--- src/rtl/mem_bus_pkg.sv ---
// Shared bus definitions for the memory arbiter: command codes, arbiter
// state encoding and default address/data widths.
package mem_bus_pkg;
  localparam int MEM_AW = 9;
  localparam int MEM_DW = 16;

  localparam logic [1:0] MNONE  = 2'b00;
  localparam logic [1:0] MREAD  = 2'b01;
  localparam logic [1:0] MWRITE = 2'b10;

  typedef enum logic [1:0] {
    IDLE   = 2'd0,
    ACCESS = 2'd1,
    RDATA  = 2'd2
  } arb_state_e;

  // 2'b11 is reserved on the request side and behaves like no request.
  function automatic logic cmd_valid(input logic [1:0] cmd);
    return (cmd == MREAD) || (cmd == MWRITE);
  endfunction
endpackage

--- src/rtl/arb_rr_pick.sv ---
// Two-way winner select. Round-robin by default; define ARB_FIXED_PRIO_EN
// to make port 0 win every tie (port 1 may then starve).
module arb_rr_pick (
  input  logic [1:0] req,
  input  logic       last_winner,
  output logic       winner,
  output logic       any_req
);
  assign any_req = |req;

`ifdef ARB_FIXED_PRIO_EN
  logic unused_last_winner;
  assign unused_last_winner = last_winner;
  assign winner = ~req[0];
`else
  always_comb begin
    winner = req[1];
    if (&req) winner = ~last_winner;
  end
`endif
endmodule

--- src/rtl/mem_arbiter.sv ---
// Serializes CPU (port 0) and DMA/loader (port 1) onto the shared RAM/IO bus.
// Tie policy selected by ARB_FIXED_PRIO_EN (see arb_rr_pick).
module mem_arbiter
  import mem_bus_pkg::*;
#(
  parameter int AW = MEM_AW,
  parameter int DW = MEM_DW
) (
  input  logic          clk,
  input  logic          reset,
  input  logic [1:0]    req0_cmd,
  input  logic [AW-1:0] req0_addr,
  input  logic [DW-1:0] req0_wdata,
  output logic          grant0,
  output logic          rvalid0,
  input  logic [1:0]    req1_cmd,
  input  logic [AW-1:0] req1_addr,
  input  logic [DW-1:0] req1_wdata,
  output logic          grant1,
  output logic          rvalid1,
  output logic [DW-1:0] rdata,
  output logic [1:0]    mem_cmd,
  output logic [AW-1:0] mem_addr,
  output logic [DW-1:0] mem_wdata,
  input  logic [DW-1:0] mem_rdata,
  output logic          busy
);
  arb_state_e    state_q, state_d;
  logic [1:0]    mem_cmd_q, mem_cmd_d;
  logic [AW-1:0] mem_addr_q, mem_addr_d;
  logic [DW-1:0] mem_wdata_q, mem_wdata_d;
  logic [DW-1:0] rdata_q, rdata_d;
  logic [1:0]    grant_q, grant_d;
  logic [1:0]    rvalid_q, rvalid_d;
  logic          last_winner_q, last_winner_d;
  logic          owner_q, owner_d;

  logic [1:0] req_vld;
  logic       pick, any_req;

  assign req_vld = {cmd_valid(req1_cmd), cmd_valid(req0_cmd)};

  arb_rr_pick u_pick (
    .req         (req_vld),
    .last_winner (last_winner_q),
    .winner      (pick),
    .any_req     (any_req)
  );

  always_comb begin
    state_d       = state_q;
    mem_cmd_d     = mem_cmd_q;
    mem_addr_d    = mem_addr_q;
    mem_wdata_d   = mem_wdata_q;
    rdata_d       = rdata_q;
    last_winner_d = last_winner_q;
    owner_d       = owner_q;
    grant_d       = 2'b00;
    rvalid_d      = 2'b00;
    case (state_q)
      IDLE: begin
        mem_cmd_d = MNONE;
        if (any_req) begin
          state_d       = ACCESS;
          owner_d       = pick;
          last_winner_d = pick;
          grant_d[pick] = 1'b1;
          mem_cmd_d     = pick ? req1_cmd   : req0_cmd;
          mem_addr_d    = pick ? req1_addr  : req0_addr;
          mem_wdata_d   = pick ? req1_wdata : req0_wdata;
        end
      end
      ACCESS: begin
        // Reads keep mem_cmd/mem_addr for one more cycle so the IO decode
        // still drives mem_rdata when it is captured.
        if (mem_cmd_q == MREAD) begin
          state_d = RDATA;
        end else begin
          state_d   = IDLE;
          mem_cmd_d = MNONE;
        end
      end
      RDATA: begin
        state_d           = IDLE;
        mem_cmd_d         = MNONE;
        rdata_d           = mem_rdata;
        rvalid_d[owner_q] = 1'b1;
      end
      default: state_d = IDLE;
    endcase
  end

  always_ff @(posedge clk) begin
    if (reset) begin
      state_q       <= IDLE;
      mem_cmd_q     <= MNONE;
      mem_addr_q    <= '0;
      mem_wdata_q   <= '0;
      rdata_q       <= '0;
      grant_q       <= 2'b00;
      rvalid_q      <= 2'b00;
      last_winner_q <= 1'b1;
      owner_q       <= 1'b0;
    end else begin
      state_q       <= state_d;
      mem_cmd_q     <= mem_cmd_d;
      mem_addr_q    <= mem_addr_d;
      mem_wdata_q   <= mem_wdata_d;
      rdata_q       <= rdata_d;
      grant_q       <= grant_d;
      rvalid_q      <= rvalid_d;
      last_winner_q <= last_winner_d;
      owner_q       <= owner_d;
    end
  end

  assign grant0    = grant_q[0];
  assign grant1    = grant_q[1];
  assign rvalid0   = rvalid_q[0];
  assign rvalid1   = rvalid_q[1];
  assign rdata     = rdata_q;
  assign mem_cmd   = mem_cmd_q;
  assign mem_addr  = mem_addr_q;
  assign mem_wdata = mem_wdata_q;
  assign busy      = (state_q != IDLE);
endmodule

--- config.mk ---
export PLATFORM = sky130hd
export DESIGN_NAME = mem_arbiter
export DESIGN_NICKNAME = d
export VERILOG_FILES = /design/src/rtl/mem_bus_pkg.sv /design/src/rtl/arb_rr_pick.sv /design/src/rtl/mem_arbiter.sv
export SDC_FILE = /design/constraint.sdc
export NUM_CORES = 1
export LEC_CHECK = 0
export CORE_ASPECT_RATIO = 1.2
export CORE_MARGIN = 8
export CORE_UTILIZATION = 35
export DETAILED_ROUTE_END_ITERATION = 10
export PLACE_DENSITY = 0.84
export SYNTH_ARGS = -nofsm -noshare
export SYNTH_HDL_FRONTEND = slang
export SYNTH_SLANG_ARGS = --single-unit
--- constraint.sdc ---
create_clock -name clk -period 4.85 [get_ports clk]
set_input_delay 1.2125 -clock clk [delete_from_list [all_inputs] [get_ports clk]]
set_output_delay 1.2125 -clock clk [all_outputs]
set_load 0.05 [all_outputs]
==> results of run 1 <==
logic make-up (layout without fill, tap and decap cells):
family / after synthesis / after routing
AOI/OAI and AO/OA: 40 / 40
buffers and inverters: 21 / 132
DFF: 51 / 51
and+or+nand+nor: 108 / 108
xor gates and xnor gates: 3 / 3
muxes: 18 / 18
adders and majority gates: 5 / 5
synth_stat cells:
cell type | n | area share
nand2_1 | 54 | 0.095
dfxtp_1 | 51 | 0.48
nor2_1 | 44 | 0.077
a311oi_1 | 25 | 0.10
mux2i_1 | 18 | 0.084
clkbuf_1 | 12 | 0.021
a21oi_1 | 6 | 0.014
buf_2 | 5 | 0.012
ha_1 | 5 | 0.029
inv_1 | 4 | 0.0070
a21boi_0 | 2 | 0.0070
a21o_1 | 2 | 0.0070
and3b_1 | 2 | 0.0082
nand2b_1 | 2 | 0.0058
nor3_1 | 2 | 0.0047
a2111oi_2 | 1 | 0.0070
a21oi_2 | 1 | 0.0041
a221o_1 | 1 | 0.0047
nand3_1 | 1 | 0.0023
nor2b_1 | 1 | 0.0029
nor3b_1 | 1 | 0.0035
o21ai_0 | 1 | 0.0023
o31ai_1 | 1 | 0.0035
or4b_1 | 1 | 0.0047
xnor2_1 | 1 | 0.0041
xnor2_2 | 1 | 0.0076
xor2_1 | 1 | 0.0041
worst reg2reg max path: stages (launching register included):
cell      delay, ns
dfxtp_1        0.34
inv_1          0.11
ha_1           0.23
inv_1          0.11
a21oi_4        0.87
nor2_1         0.09
a311oi_1       0.30
registers in the layout, summed over array words and instances (netlist names):
signal,count
mem_wdata,16
rdata,16
mem_addr,9
grant_q,2
mem_cmd,2
rvalid_q,2
state_q,2
last_winner_q,1
owner_q,1
power breakdown:
| part | internal [mW] | switching [mW] | leakage [nW] | total, mW |
|---|---|---|---|---|
| logic | 0.171 | 0.268 | 0.855 | 0.439 |
| clock network | 0.100 | 0.140 | 0.0402 | 0.240 |
| registers | 0.462 | 0.0246 | 0.419 | 0.487 |
metrics by stage:
step	utilization	cell area [um^2]	hold WS [ns]	worst slack, ns
3_3_place_gp	0.566	3380	0.435	1.50
5_1_grt	0.581	3470	0.489	1.50
6_report	0.581	3470	0.445	1.63
3_5_place_dp	0.566	3380	0.433	1.41
4_1_cts	0.581	3470	0.446	1.61
2_1_floorplan	-	2140	0.413	2.46
area by class of cell:
class	count	area [um^2]
Clock buffer	5	68.8
Clock inverter	3	20.0
Fill cell	552	2500
Inverter	4	15.0
Multi-Input combinational cell	174	1050
Sequential cell	51	1020
Tap cell	82	103
Timing Repair Buffer	120	1190
per-layer routing:
layer,routed length [um],up-vias,global-route usage,part of all wire
met5,0,-,0,0
met1,2560,976,0.149,0.40
met3,581,8,0.0487,0.092
met4,72,0,0.0637,0.011
li1,-,1065,-,-
met2,3130,88,0.249,0.49
worst paths after layout:
kind / startpoint / to / slack, ns / depth (start not counted)
setup reg to reg: state_q[0] / mem_wdata[4] / 2.71 / 6
setup / recovery: state_q[0] / busy / 1.63 / 4
hold reg to reg: owner_q / rvalid_q[0] / 0.44 / 1
hold / removal: owner_q / rvalid_q[0] / 0.44 / 1
==> flow_summary_export.csv, run 1 <==
group,metric,value,unit
drt,drc,0,
setup_path,critPathSlowestCell,"clkdlybuf4s50_1",
yosys,synth_area,2140,um^2
yosys,yosys_register_bits,51,
timing,fin_setup_tns,0,ns
final_layout,antenna_cells,0,
floorplanning,fp.dieH,102,um
yosys,synth_top_family_by_area,"simple AND/OR/NAND/NOR gates",
pwr,power_density,336,nW/um^2
timing,hold_viol_final,0,
clocking,htreeDepth,2,
drt,vias_per_cell,4.87,
setup_path,crit_top_cell,"inv_1",
timing,relSlewSlack,0.233,
clocking,clk_pin_slew,0.09,ns
setup_path,max_stage_delay,0.84,ns
grt,grt_pass1_vias,2187,
yosys,synthCells,246,
setup_path,worstPathRequired,3.64,ns
yosys,synthDistinctLibCells,27,
grt,grt_usage,0.142,
setup_path,crit_arrival,2.01,ns
yosys,synth_warnings,0,
floorplanning,placementRows,31,
timing,slew_violations,0,
pwr,power,1.17,mW
grt,grt-ovfl-total,0,
clocking,post-cts-setup-buffers,0,
run,drv_cap,0,
min_path,hp-class,"reg2reg",
clocking,cts.sinks,51,
grt,antenna_found_initial,0,
floorplanning,core_area,5970,um^2
setup_path,critPathBufInv,3,
placed_design,globalplace.congestion,0.833,
setup_path,startpoint_type,"flop",
setup_path,path_max_fanout,4,
floorplanning,initial_core_util,0.359,
drt,drt-pass1-iter-count,4,
yosys,yosysSeqAreaShare,0.476,
yosys,synth_xor_xnor_area_share,0.0158,
timing,rsz0062_at_grt,"false",
placed_design,dpl.hpwl,4900,um
timing,skew,0.00693,ns
timing,period_needed,3.22,ns
yosys,synth_simple_gate_area_frac,0.204,
floorplanning,io_pins,120,
placed_design,numPortBuffers,119,
drt,drt_wl_total,6340,um
clocking,clock_path_buffers,2,
drt,antenna_left,0,
setup_path,critPathKind,"reg2out",
timing,clock.fmax,310,MHz
drt,post_drt_wl_per_cell,14.4,um
timing,period_share,0.665,
final_layout,fin_cells,439,
setup_path,end_kind,"output pin",
timing,tightest_slew,1.15,ns
timing,finalSetupViolCount,0,
clocking,cts_root_buffer,"clkbuf_8",
yosys,syn_nets,323,
grt,grt_pass1_wl,10100,um
status,status,"finished, final reports clean",
clocking,cts_buffers,5,
final_layout,layout.cells.most_common_list,"clkdlybuf4s50_1, nand2_1, dfxtp_1",
final_layout,final_common_cell,"clkdlybuf4s50_1",
final_layout,nNetsFinal,433,
floorplanning,die_area,8900,um^2
clocking,cts_tree,"built",
final_layout,syn_to_final_growth,61.8,%
yosys,synth_mux_area_frac,0.0840,
yosys,synth_fa_ha_area_frac,0.0292,
floorplanning,die_w,87.5,um
drt,drtIter0Drc,65,
setup_path,cp_top_family,"buffers and inverters",
yosys,synth-compound-area-share,0.152,
setup_path,path_cells,"inv_1, ha_1, inv_1, clkdlybuf4s50_1",
final_layout,drive_gt1_frac,0.0392,
clocking,clkLatencyLatePin,0.31,ns
pwr,vdd_ir_drop_max,0.141,mV
placed_design,placedCellCount,431,
drt,num_vias,2137,
clocking,hold_buffers,0,
yosys,avgSynthCellArea,8.72,um^2
pwr,leakagePower,1.31,nW
grt,grt_max_degree,52,
clocking,cts_resized,0,
No activity file was read; power rests on OpenSTA's default activity.
==> inputs of run 2 (changes only) <==
clock period = 3.2 ns   (was 4.85 ns; I/O delays follow)
==> flow_summary_export.csv, run 2 (synthesis results as in run 1) <==
group,metric,value,unit
final_layout,drive_gt1_frac,0.0497,
floorplanning,core_area,5970,um^2
clocking,clock_path_buffers,2,
drt,num_vias,2126,
drt,post_drt_wl_per_cell,14.3,um
floorplanning,die_w,87.5,um
clocking,cts_root_buffer,"clkbuf_8",
setup_path,crit_arrival,2.04,ns
grt,grt_usage,0.139,
pwr,leakagePower,1.37,nW
status,status,"finished, final reports clean",
setup_path,worstPathRequired,2.40,ns
floorplanning,die_area,8900,um^2
clocking,hold_buffers,0,
setup_path,reg2regPathDepth,6,
clocking,cts_resized,0,
floorplanning,initial_core_util,0.359,
grt,grt_pass1_vias,2147,
final_layout,antenna_cells,0,
clocking,htreeDepth,2,
drt,drc,0,
pwr,switching_share,0.336,
min_path,hold_depth,1,
grt,antenna_found_initial,0,
drt,drtIter0Drc,61,
timing,fin_setup_tns,0,ns
grt,grt-ovfl-total,0,
floorplanning,fp.dieH,102,um
grt,grt_max_degree,33,
drt,drt_wl_total,6350,um
timing,period_share,0.886,
setup_path,timing.rr.end,"mem_cmd[1]",
pwr,p_comb_frac,0.353,
pwr,internal_power,1.29,mW
timing,skew,0.00549,ns
setup_path,r2r-start,"state_q[1]",
pwr,seqPwrFrac,0.381,
final_layout,final_common_cell,"clkdlybuf4s50_1",
clocking,post-cts-setup-buffers,0,
drt,antenna_left,0,
pwr,vdd_ir_drop_max,0.333,mV
clocking,cts.sinks,51,
drt,drt-pass1-iter-count,4,
final_layout,syn_to_final_growth,66.2,%
setup_path,startpoint_type,"flop",
placed_design,dpl.hpwl,4980,um
placed_design,numPortBuffers,119,
floorplanning,placementRows,31,
placed_design,globalplace.congestion,0.863,
min_path,hp-class,"reg2reg",
final_layout,nFillCells,532,
timing,finalSetupViolCount,0,
final_layout,nNetsFinal,438,
timing,slew_violations,0,
setup_path,path_max_fanout,4,
timing,hold_viol_final,0,
pwr,power.switching,0.650,mW
clocking,cts_tree,"built",
pwr,power_density,543,nW/um^2
clocking,clk_pin_slew,0.09,ns
min_path,whs_endpoint,"rvalid_q[0]",
final_layout,layout.cells.most_common_list,"clkdlybuf4s50_1, nand2_1, dfxtp_1",
setup_path,end_kind,"output pin",
setup_path,r2r_setup_slack,1.29,ns
timing,tightest_slew,1.01,ns
clocking,cts_buffers,5,
timing,holdWs,0.454,ns
timing,period_needed,2.84,ns
floorplanning,io_pins,120,
pwr,power,1.93,mW
timing,rsz0062_at_grt,"false",
drt,vias_per_cell,4.79,
timing,clock.fmax,353,MHz
min_path,worstHoldStart,"owner_q",
pwr,pwr-share-clk,0.266,
setup_path,critPathKind,"reg2out",
run,drv_cap,0,
timing,relSlewSlack,0.329,
grt,grt_pass1_wl,9960,um
clocking,clkLatencyLatePin,0.30,ns
==> run 2: cell count changes in the layout (fill, tap and decap cells not counted) <==
cell / previous run / this run
buf_4: 1 / 5
buf_12: 0 / 1
clkinvlp_4: 2 / 0
clkinv_2: 1 / 0
clkbuf_1: 0 / 1
bufinv_16: 0 / 2
==> run 2: power by group through the flow <==
| stage | combinational, mW | sequential [mW] | clock, mW |
|---|---|---|---|
| after floorplan | 0.205 | 0.956 | 0 |
| after global placement | 0.678 | 0.749 | 0 |
| after detailed placement | 0.688 | 0.752 | 0 |
| after CTS | 0.691 | 0.738 | 0.527 |
| after global routing | 0.730 | 0.747 | 0.551 |
| final | 0.683 | 0.737 | 0.514 |
==> run 2: worst max-delay path by stage <==
stage          slack [ns]       endpoint        start  depth (start not counted)
2_1_floorplan        1.23     mem_cmd[1]  req1_cmd[0]                          4
5_1_grt              0.27           busy   state_q[0]                          4
4_1_cts              0.36           busy   state_q[0]                          4
3_5_place_dp         0.50  mem_wdata[14]  req1_cmd[1]                          6
6_report             0.36           busy   state_q[0]                          4
3_3_place_gp         0.57   mem_wdata[9]  req1_cmd[0]                          6
==> run 2: critical path, cell delays in order, from the launching register on <==
cell,delay [ns]
dfxtp_1,0.39
inv_1,0.10
ha_1,0.25
inv_1,0.15
clkdlybuf4s50_1,0.85
==> run 2: final cells by class <==
type	count	area (um^2)	share of cell area
clock buffers	6	72.6	0.0204
clock inverters	2	60.1	0.0168
inverters	4	15.0	0.00421
multi-input cells	174	1050	0.294
flip-flops and latches	51	1020	0.286
well taps	82	103	0.0288
repair buffers	125	1240	0.349
==> run 2: metal layers <==
layer | share of wire | wire length [um] | global-route usage | vias up
met2 | 0.46 | 2950 | 0.234 | 89
li1 | - | - | - | 1073
met5 | 0 | 0 | 0 | -
met1 | 0.42 | 2650 | 0.149 | 950
met3 | 0.094 | 594 | 0.0576 | 14
met4 | 0.024 | 153 | 0.0584 | 0
==> run 2: metrics by stage <==
| stage | util | instance area, um^2 | setup slack [ns] | cells |
|---|---|---|---|---|
| floorplan | - | 2140 | 1.23 | 246 |
| global placement | 0.575 | 3430 | 0.567 | 436 |
| detailed placement | 0.575 | 3430 | 0.501 | 436 |
| CTS | 0.597 | 3560 | 0.359 | 444 |
| global route | 0.597 | 3560 | 0.274 | 444 |
| finish | 0.597 | 3560 | 0.365 | 444 |
